### src/rtl/pq_pkg.sv
// Shared types and key-ordering helper for the shift-register priority queues.
package pq_pkg;

  localparam int KEY_WIDTH = 8;
  localparam int VAL_WIDTH = 8;

  typedef struct packed {
    logic [KEY_WIDTH-1:0] key;
    logic [VAL_WIDTH-1:0] val;
  } kv_t;

  typedef struct packed {
    logic valid;
    kv_t  kv;
  } cell_t;

  // Per-cycle action broadcast to every cell.
  typedef enum logic [1:0] {
    OP_HOLD = 2'd0,
    OP_INS  = 2'd1,
    OP_DEQ  = 2'd2,
    OP_REPL = 2'd3
  } pq_op_t;

  // Keys are zero-extended by the caller, so any key width up to 64 bits works.
  function automatic logic pq_beats(input logic [63:0] a, input logic [63:0] b,
                                    input logic min_first);
    return min_first ? (a < b) : (a > b);
  endfunction

endpackage

### src/rtl/sr_pq_cell.sv
// One storage stage of the shift-register priority queue.
module sr_pq_cell
  import pq_pkg::*;
#(
  parameter int KEY_W     = KEY_WIDTH,
  parameter int VAL_W     = VAL_WIDTH,
  parameter bit MIN_FIRST = 1'b1,
  parameter bit HEAD      = 1'b0
) (
  input  logic                   clk,
  input  logic                   rst_n,
  input  pq_op_t                 op,
  input  logic [KEY_W+VAL_W-1:0] kvi,
  input  logic                   above_valid,
  input  logic [KEY_W+VAL_W-1:0] above_kv,
  input  logic                   above_nb,
  input  logic                   below_valid,
  input  logic [KEY_W+VAL_W-1:0] below_kv,
  input  logic                   below_nb,
  output logic                   valid,
  output logic [KEY_W+VAL_W-1:0] kv,
  output logic                   nb
);

  localparam int W = KEY_W + VAL_W;

  logic         valid_n;
  logic [W-1:0] kv_n;

  // nb: this entry stays ahead of kvi (the new key does not beat it).
  assign nb = valid && !pq_beats(64'(kvi[W-1 -: KEY_W]), 64'(kv[W-1 -: KEY_W]), MIN_FIRST);

  always_comb begin
    valid_n = valid;
    kv_n    = kv;
    case (op)
      OP_INS: begin
        if (!nb) begin
          if (above_nb) begin
            valid_n = 1'b1;
            kv_n    = kvi;
          end else begin
            valid_n = above_valid;
            kv_n    = above_kv;
          end
        end
      end
      OP_DEQ: begin
        valid_n = below_valid;
        kv_n    = below_kv;
      end
      // Head leaves and kvi enters: cells ahead of the insertion point move up,
      // the insertion point loads kvi, everything behind it stays put.
      OP_REPL: begin
        if (below_nb) begin
          valid_n = below_valid;
          kv_n    = below_kv;
        end else if (nb || HEAD) begin
          valid_n = 1'b1;
          kv_n    = kvi;
        end
      end
      default: ;
    endcase
  end

  always_ff @(posedge clk or negedge rst_n) begin
    if (!rst_n) begin
      valid <= 1'b0;
      kv    <= '0;
    end else begin
      valid <= valid_n;
      kv    <= kv_n;
    end
  end

endmodule

### src/rtl/sr_pq_gen.sv
// Parametrised stable shift-register priority queue with min/max ordering,
// reject/evict full policy, occupancy count and drop/underflow pulses.
module sr_pq_gen
  import pq_pkg::*;
#(
  parameter int DEPTH     = 8,
  parameter int KEY_W     = KEY_WIDTH,
  parameter int VAL_W     = VAL_WIDTH,
  parameter bit MIN_FIRST = 1'b1,
  parameter bit EVICT     = 1'b0
) (
  input  logic                         clk,
  input  logic                         rst_n,
  input  logic                         enq,
  input  logic                         deq,
  input  logic [KEY_W+VAL_W-1:0]       kvi,
  output logic [KEY_W+VAL_W-1:0]       kvo,
  output logic                         ovalid,
  output logic                         empty,
  output logic                         full,
  output logic [$clog2(DEPTH+1)-1:0]   count,
  output logic                         dropped,
  output logic                         underflow
);

  localparam int W  = KEY_W + VAL_W;
  localparam int CW = $clog2(DEPTH+1);
  localparam logic [CW-1:0] DEPTH_C = CW'(DEPTH);

  // Index 0 is a phantom cell above the head, DEPTH+1 a phantom below the tail.
  logic         cv  [DEPTH+2];
  logic [W-1:0] ckv [DEPTH+2];
  logic         cnb [DEPTH+2];

  pq_op_t        op;
  logic [CW-1:0] count_n;
  logic          drop_n;
  logic          uf_n;

  assign cv[0]        = 1'b0;
  assign ckv[0]       = '0;
  assign cnb[0]       = 1'b1;
  assign cv[DEPTH+1]  = 1'b0;
  assign ckv[DEPTH+1] = '0;
  assign cnb[DEPTH+1] = 1'b0;

  for (genvar i = 0; i < DEPTH; i++) begin : g_cell
    sr_pq_cell #(
      .KEY_W    (KEY_W),
      .VAL_W    (VAL_W),
      .MIN_FIRST(MIN_FIRST),
      .HEAD     (i == 0)
    ) u_cell (
      .clk        (clk),
      .rst_n      (rst_n),
      .op         (op),
      .kvi        (kvi),
      .above_valid(cv[i]),
      .above_kv   (ckv[i]),
      .above_nb   (cnb[i]),
      .below_valid(cv[i+2]),
      .below_kv   (ckv[i+2]),
      .below_nb   (cnb[i+2]),
      .valid      (cv[i+1]),
      .kv         (ckv[i+1]),
      .nb         (cnb[i+1])
    );
  end

  assign kvo    = ckv[1];
  assign ovalid = cv[1];

  // Evict-when-full reuses the plain insert: a key that does not beat the tail
  // leaves every cell holding, otherwise the old tail shifts out.
  always_comb begin
    op      = OP_HOLD;
    count_n = count;
    drop_n  = 1'b0;
    uf_n    = 1'b0;
    if (enq && deq && !empty) begin
      op = OP_REPL;
    end else if (enq) begin
      uf_n = deq;
      if (!full) begin
        op      = OP_INS;
        count_n = count + 1'b1;
      end else begin
        drop_n = 1'b1;
        if (EVICT) op = OP_INS;
      end
    end else if (deq) begin
      if (empty) begin
        uf_n = 1'b1;
      end else begin
        op      = OP_DEQ;
        count_n = count - 1'b1;
      end
    end
  end

  always_ff @(posedge clk or negedge rst_n) begin
    if (!rst_n) begin
      count     <= '0;
      empty     <= 1'b1;
      full      <= 1'b0;
      dropped   <= 1'b0;
      underflow <= 1'b0;
    end else begin
      count     <= count_n;
      empty     <= (count_n == '0);
      full      <= (count_n == DEPTH_C);
      dropped   <= drop_n;
      underflow <= uf_n;
    end
  end

endmodule

### config.mk
export PLATFORM = sky130hd
export DESIGN_NAME = sr_pq_gen
export DESIGN_NICKNAME = d
export VERILOG_FILES = /design/src/rtl/pq_pkg.sv /design/src/rtl/sr_pq_cell.sv /design/src/rtl/sr_pq_gen.sv
export SDC_FILE = /design/constraint.sdc
export NUM_CORES = 1
export LEC_CHECK = 0
export ABC_AREA = 1
export CELL_PAD_IN_SITES_DETAIL_PLACEMENT = 0
export CELL_PAD_IN_SITES_GLOBAL_PLACEMENT = 1
export CORE_ASPECT_RATIO = 0.5
export CORE_MARGIN = 2
export CORE_UTILIZATION = 48
export DETAILED_ROUTE_END_ITERATION = 7
export PLACE_DENSITY_LB_ADDON = 0.1
export SLEW_MARGIN = 0
export SYNTH_ARGS = -nofsm -noshare
export SYNTH_HDL_FRONTEND = slang
export SYNTH_SLANG_ARGS = --single-unit
### constraint.sdc
create_clock -name clk -period 3.4 [get_ports clk]
set_input_delay 0.68 -clock clk [delete_from_list [all_inputs] [get_ports clk]]
set_output_delay 0.68 -clock clk [all_outputs]
set_load 0.005 [all_outputs]
# --- After elaboration in Yosys (flattened, before gate mapping) ---
# Index checks and enable logic that the tools add are counted.
totals:
  register_bits: 144
  in_bits: 20
  wordCells: 129
op_classes:
  add_sub_neg: 2
  n_lt_le_gt_ge: 8
  eq_ne: 7
  n_mux: 67
  n_reduce_logical: 24
op_table:
  columns: ["cell", "n"]
  rows:
  - ["$pmux W16 S3", 8]
  - ["$mux W16", 17]
  - ["$lt A8 B8 Y1", 8]
  - ["$mux W1", 25]
  - ["$pmux W1 S3", 8]
  - ["$mux W4", 5]
  - ["$logic_and A1 B1 Y1", 10]
  - ["$logic_not A1 Y1", 9]
  - ["$mux W2", 4]
  - ["$reduce_and A2 Y1", 3]
  - ["$add A4 B1 Y4 const B", 1]
  - ["$eq A2 B2 Y1 const B", 2]
  - ["$eq A4 B4 Y1 const B", 1]
  - ["$logic_not A4 Y1", 1]
  - ["$ne A2 B2 Y1 const B", 2]
  - ["$sub A4 B1 Y4 const B", 1]
  - ["$reduce_bool A3 Y1", 1]
  - ["$eq A2 B1 Y1 const B", 1]
  - ["$ne A2 B1 Y1 const B", 1]

# --- Depth between registers and ports, before layout ---
depth:
  ltp_word: 7
  mapped_depth: 17
  mapped_depth_nobuf: 15

# --- Modules after synthesis ---
# From an unflattened synthesis, not the netlist that was laid out.
hier_totals:
  hier_cells: 1851
  area_unflattened_um2: 12588.3
modules_own_cells:
  columns: ["module", "n_inst", "cells_per_inst", "area_per_inst_um2", "seq_area_each_um2"]
  rows:
  - ["sr_pq_cell at g_cell[1].u_cell ...", 7, 227, 1537.7, 425.4]
  - ["sr_pq_cell at g_cell[0].u_cell", 1, 200, 1350.0, 425.4]
  - ["sr_pq_gen", 1, 62, 474.2, 201.4]

# --- Least setup slack after synthesis ---
# Ideal clock, no wire load.
synth_timing:
  path_type: "input to register"
  start: "input kvi[13]"
  end: "register g_cell[6].u_cell.valid"
  arrival_time_ns: 2.119
  slack_ns: 1.161
  stages: 12
  path_buffers: 1
  path_cell_list: "ha_1 -> a21oi_1 -> nor2_1 -> nor3_1 -> nand2_4 -> nand2_4 -> inv_2 -> buf_6 -> o21ai_0 -> nand3_1 -> o21ai_0 -> inv_1"
synth_between:
  elab_chain_len: 6
  elab_cells_between_ends: 14
  cone_classes: "order compare: 3; mux: 5; reduce/logical: 6"
synth_rtl:
  columns: ["item", "line", "text"]
  rows:
  - ["from (decl)", "sr_pq_gen.sv:16", "input logic [KEY_W+VAL_W-1:0] kvi,"]
  - ["$lt A8 B8 Y1", "pq_pkg.sv:28", "return min_first ? (a < b) : (a > b);"]
  - ["$logic_not A1 Y1", "sr_pq_cell.sv:31", "assign nb = valid && !pq_beats(64'(kvi[W-1 -: KEY_W]), 64'(kv[W-1 -: KEY_W]), MIN_FIRST);"]
  - ["$logic_and A1 B1 Y1", "sr_pq_cell.sv:31", null]
  - ["$mux W1", null, null]
  - ["$mux W1", "sr_pq_cell.sv:55", "if (below_nb) begin"]
  - ["$pmux W1 S3 *", "sr_pq_cell.sv:36", "case (op)"]
  - ["to (signal assigned)", "sr_pq_cell.sv:72", "valid <= valid_n;"]
  - ["to (decl)", "sr_pq_cell.sv:20", "output logic valid,"]
# Every way passes the cells marked *; elsewhere a longest branch is shown, timed or not.
# A chain may end at the register's enable or synchronous reset.

# --- Worst setup path after layout ---
# Same ends and word-level chain as after synthesis.

==> reports/results.ini <==
[logic_synthesis]
ys_ff_latch=144
syn-cell-area_um2=12400
synth_most_common_cell=nand3_1
synth_area_leaders=dfrtp_1 29%, nand3_1 19%, nand2_1 14%, inv_1 7.5%, a21oi_1 7.1%
synth_top_flop_cell=dfrtp_1
yosysSeqAreaShare_pct=29.1
yosysTopAreaCell=dfrtp_1
synthTopCellsByCount=482 x nand3_1, 473 x nand2_1, 248 x inv_1
synth_cell_types=33
synth-warning-count=0
async_flop_share_pct=100
synth_edf_count=0
synth_fp_nets=2047
syn_area_per_cell_um2=6.29
yosys.area.top_type_share_pct=28.9
synth_cells=1969

[sta]
fin_crit_ps=2770
finalSetupTns_ps=0
rsz0062_at_grt=no
timing.hold.ws_ps=257
worst_slew_pin_slew_ps=993
max_freq_ghz=0.361
finalSetupViolCount=0
slew_violations=0
finalCritPeriodShare_pct=81.5
finalHoldViolCount=0
finClkSkew_ps=10.1
relSlewSlack_pct=33.8

[worst_setup_path]
startpoint=kvi[13]
max_stage_delay_ps=520
worstPathCellList=clkdlybuf4s50_1, buf_12, ha_1, a21oi_1, nor2_1, nor3_1, nand2_4, nand2_4, inv_2, o21ai_0, nand3_1, o21ai_0, inv_1
crit_end=g_cell[6].u_cell.valid$_DFFE_PN0P_
critPathMaxFanout=18
rr_endpoint=g_cell[0].u_cell.kv[0]$_DFFE_PN0P_
path_class=input port to flop
worstPathRequired_ps=3720
critical_path.slowest_cell=clkdlybuf4s50_1
r2r_start=g_cell[0].u_cell.kv[14]$_DFFE_PN0P_
start_kind=input port
reg2reg_setup_slack_ps=1040
reg2reg_depth=10
critPathArrivalTime_ps=3090
end_kind=flop

[job]
drv_cap=0

[placed_design]
dpl_cell_area_um2=13100
portBuffers=44
dpl.hpwl_um=31200
place_congestion=0.919

[final_layout]
nets=2024
antennaDiodeCount=0
areaGrowthSynthToFinish_pct=10.9
fillers=2572
utilization_pct=54.3
multi_input_comb_area_um2=7030
seq_area_um2=3600
final_cell_area_um2=13700
drive_gt1_share_pct=7.10

[floorplan]
die_width_um=231
dieArea_um2=27200
start_util_pct=49.0
row_count=41
dieHeight_um=118
coreArea_um2=25300
io_pins=45

[power]
p_sw_uw=7720
peakVddDrop_mv=0.468
pwr-share-comb_pct=62.4
power_uw=14700
cellInternalPower_uw=6940
p_sw_share_pct=52.7
clockPowerShare_pct=13.5
power.leakage_uw=0.00721
p_per_area_nw_per_um2=1070
p_seq_share_pct=24.1

[drt]
routedWlPerCell_um=19.3
wl_um=44400
drtAntennaViolNets=0
via_count=13200
drtIter0Drc=1628
vias_per_cell=5.73
first_pass_iters=7
drc=0

[run_status]
status=finished, final reports clean

[grt]
grt_antenna_before_repair=0
gr-usage-all-layers_pct=32.6
grt_pass1_wl_um=69100
overflow=0
grt_pass1_vias=11700
grt_max_degree=104

[worst_hold_path]
hp-class=input port to async pin

[clock_tree]
clock_latency_ps=440
cts-root-buf=clkbuf_16
ctsHoldBuffers=0
postCtsSetupRepairBufs=0
cts-resized-gates=0
clockBufferDepth=2
cts_num_sinks=144
clk_pin_slew_ps=70
cts.htree.levels=4
cts_buffers=17
tritoncts=done

==> logic make-up after synthesis <==
| logic type | share of synthesized area [%] |
|---|---|
| simple gates | 39.0 |
| buf+inv | 14.1 |
| compound gates | 11.7 |
| flops | 29.1 |
| fa+ha+maj | 5.86 |
| xor+xnor | 0.212 |
==> state kept, by name (all words and copies together) (netlist names) <==
name / cells
underflow: 1
g_cell.u_cell.valid: 8
g_cell.u_cell.kv: 128
count: 4
dropped: 1
empty: 1
full: 1
==> worst min path at each step <==
stage,from,endpoint,depth (start not counted)
after floorplan,rst_n,count[0]$_DFF_PN0_,0
after global placement,empty$_DFF_PN1_,underflow$_DFF_PN0_,2
after detailed placement,empty$_DFF_PN1_,underflow$_DFF_PN0_,2
after CTS,rst_n,g_cell[7].u_cell.kv[3]$_DFFE_PN0P_,1
after global routing,rst_n,g_cell[7].u_cell.kv[3]$_DFFE_PN0P_,1
final,rst_n,g_cell[7].u_cell.kv[3]$_DFFE_PN0P_,1
==> metrics by stage <==
stage	cells	worst slack [ps]
after global routing	2303	465
after CTS	2303	680
final	2303	631
after floorplan	1969	1160
after global placement	2271	256
after detailed placement	2271	221
==> cell usage in the layout (no fill, tap or decap), types with 2 or more instances in the layout <==
cell type        instances
buf_4                   38
inv_4                    4
dfrtp_1                143
o22ai_1                 10
nand2_4                 10
a22oi_1                  8
bufinv_16                2
o21ai_2                 10
nor3_1                   2
xor2_1                   3
nor4_1                   2
inv_1                  248
a21oi_1                175
inv_2                   10
nor2_1                 107
nand2_2                  5
ha_1                    58
nor2_4                   3
nand3_1                482
clkinv_2                 7
nand2_1                473
o21ai_1                 10
clkdlybuf4s50_1         43
o21a_1                   6
or2_2                    5
clkbuf_8                 4
clkbuf_16               17
buf_12                  17
o21ai_0                 48
==> power by group through the flow <==
stage / clock, uW / sequential [uW] / combinational (uW)
6_report: 1970 / 3530 / 9150
5_1_grt: 2060 / 3620 / 10300
4_1_cts: 2000 / 3490 / 9010
3_5_place_dp: 0 / 3510 / 8970
3_3_place_gp: 0 / 3490 / 8820
2_1_floorplan: 0 / 3140 / 6750
==> area by class of cell <==
type / count / area share [%]
Inverter: 263 / 7.30
Tap cell: 344 / 3.13
Timing Repair Buffer: 99 / 7.77
Sequential cell: 144 / 26.3
Multi-Input combinational cell: 1421 / 51.2
Clock buffer: 21 / 3.50
Clock inverter: 11 / 0.811
==> critical path: cells and delay by family <==
family / cells / cell delay [ps]
fa+ha+maj: 1 / 260
compound gates: 3 / 450
simple gates: 5 / 690
buf+inv: 4 / 990
==> per-layer routing <==
layer	part of all wire, %	GRT usage, %
met5	0	0
met1	50	52.7
met3	11	8.26
met4	0.98	6.69
met2	39	42.1
(Power assumes the default switching activity.)
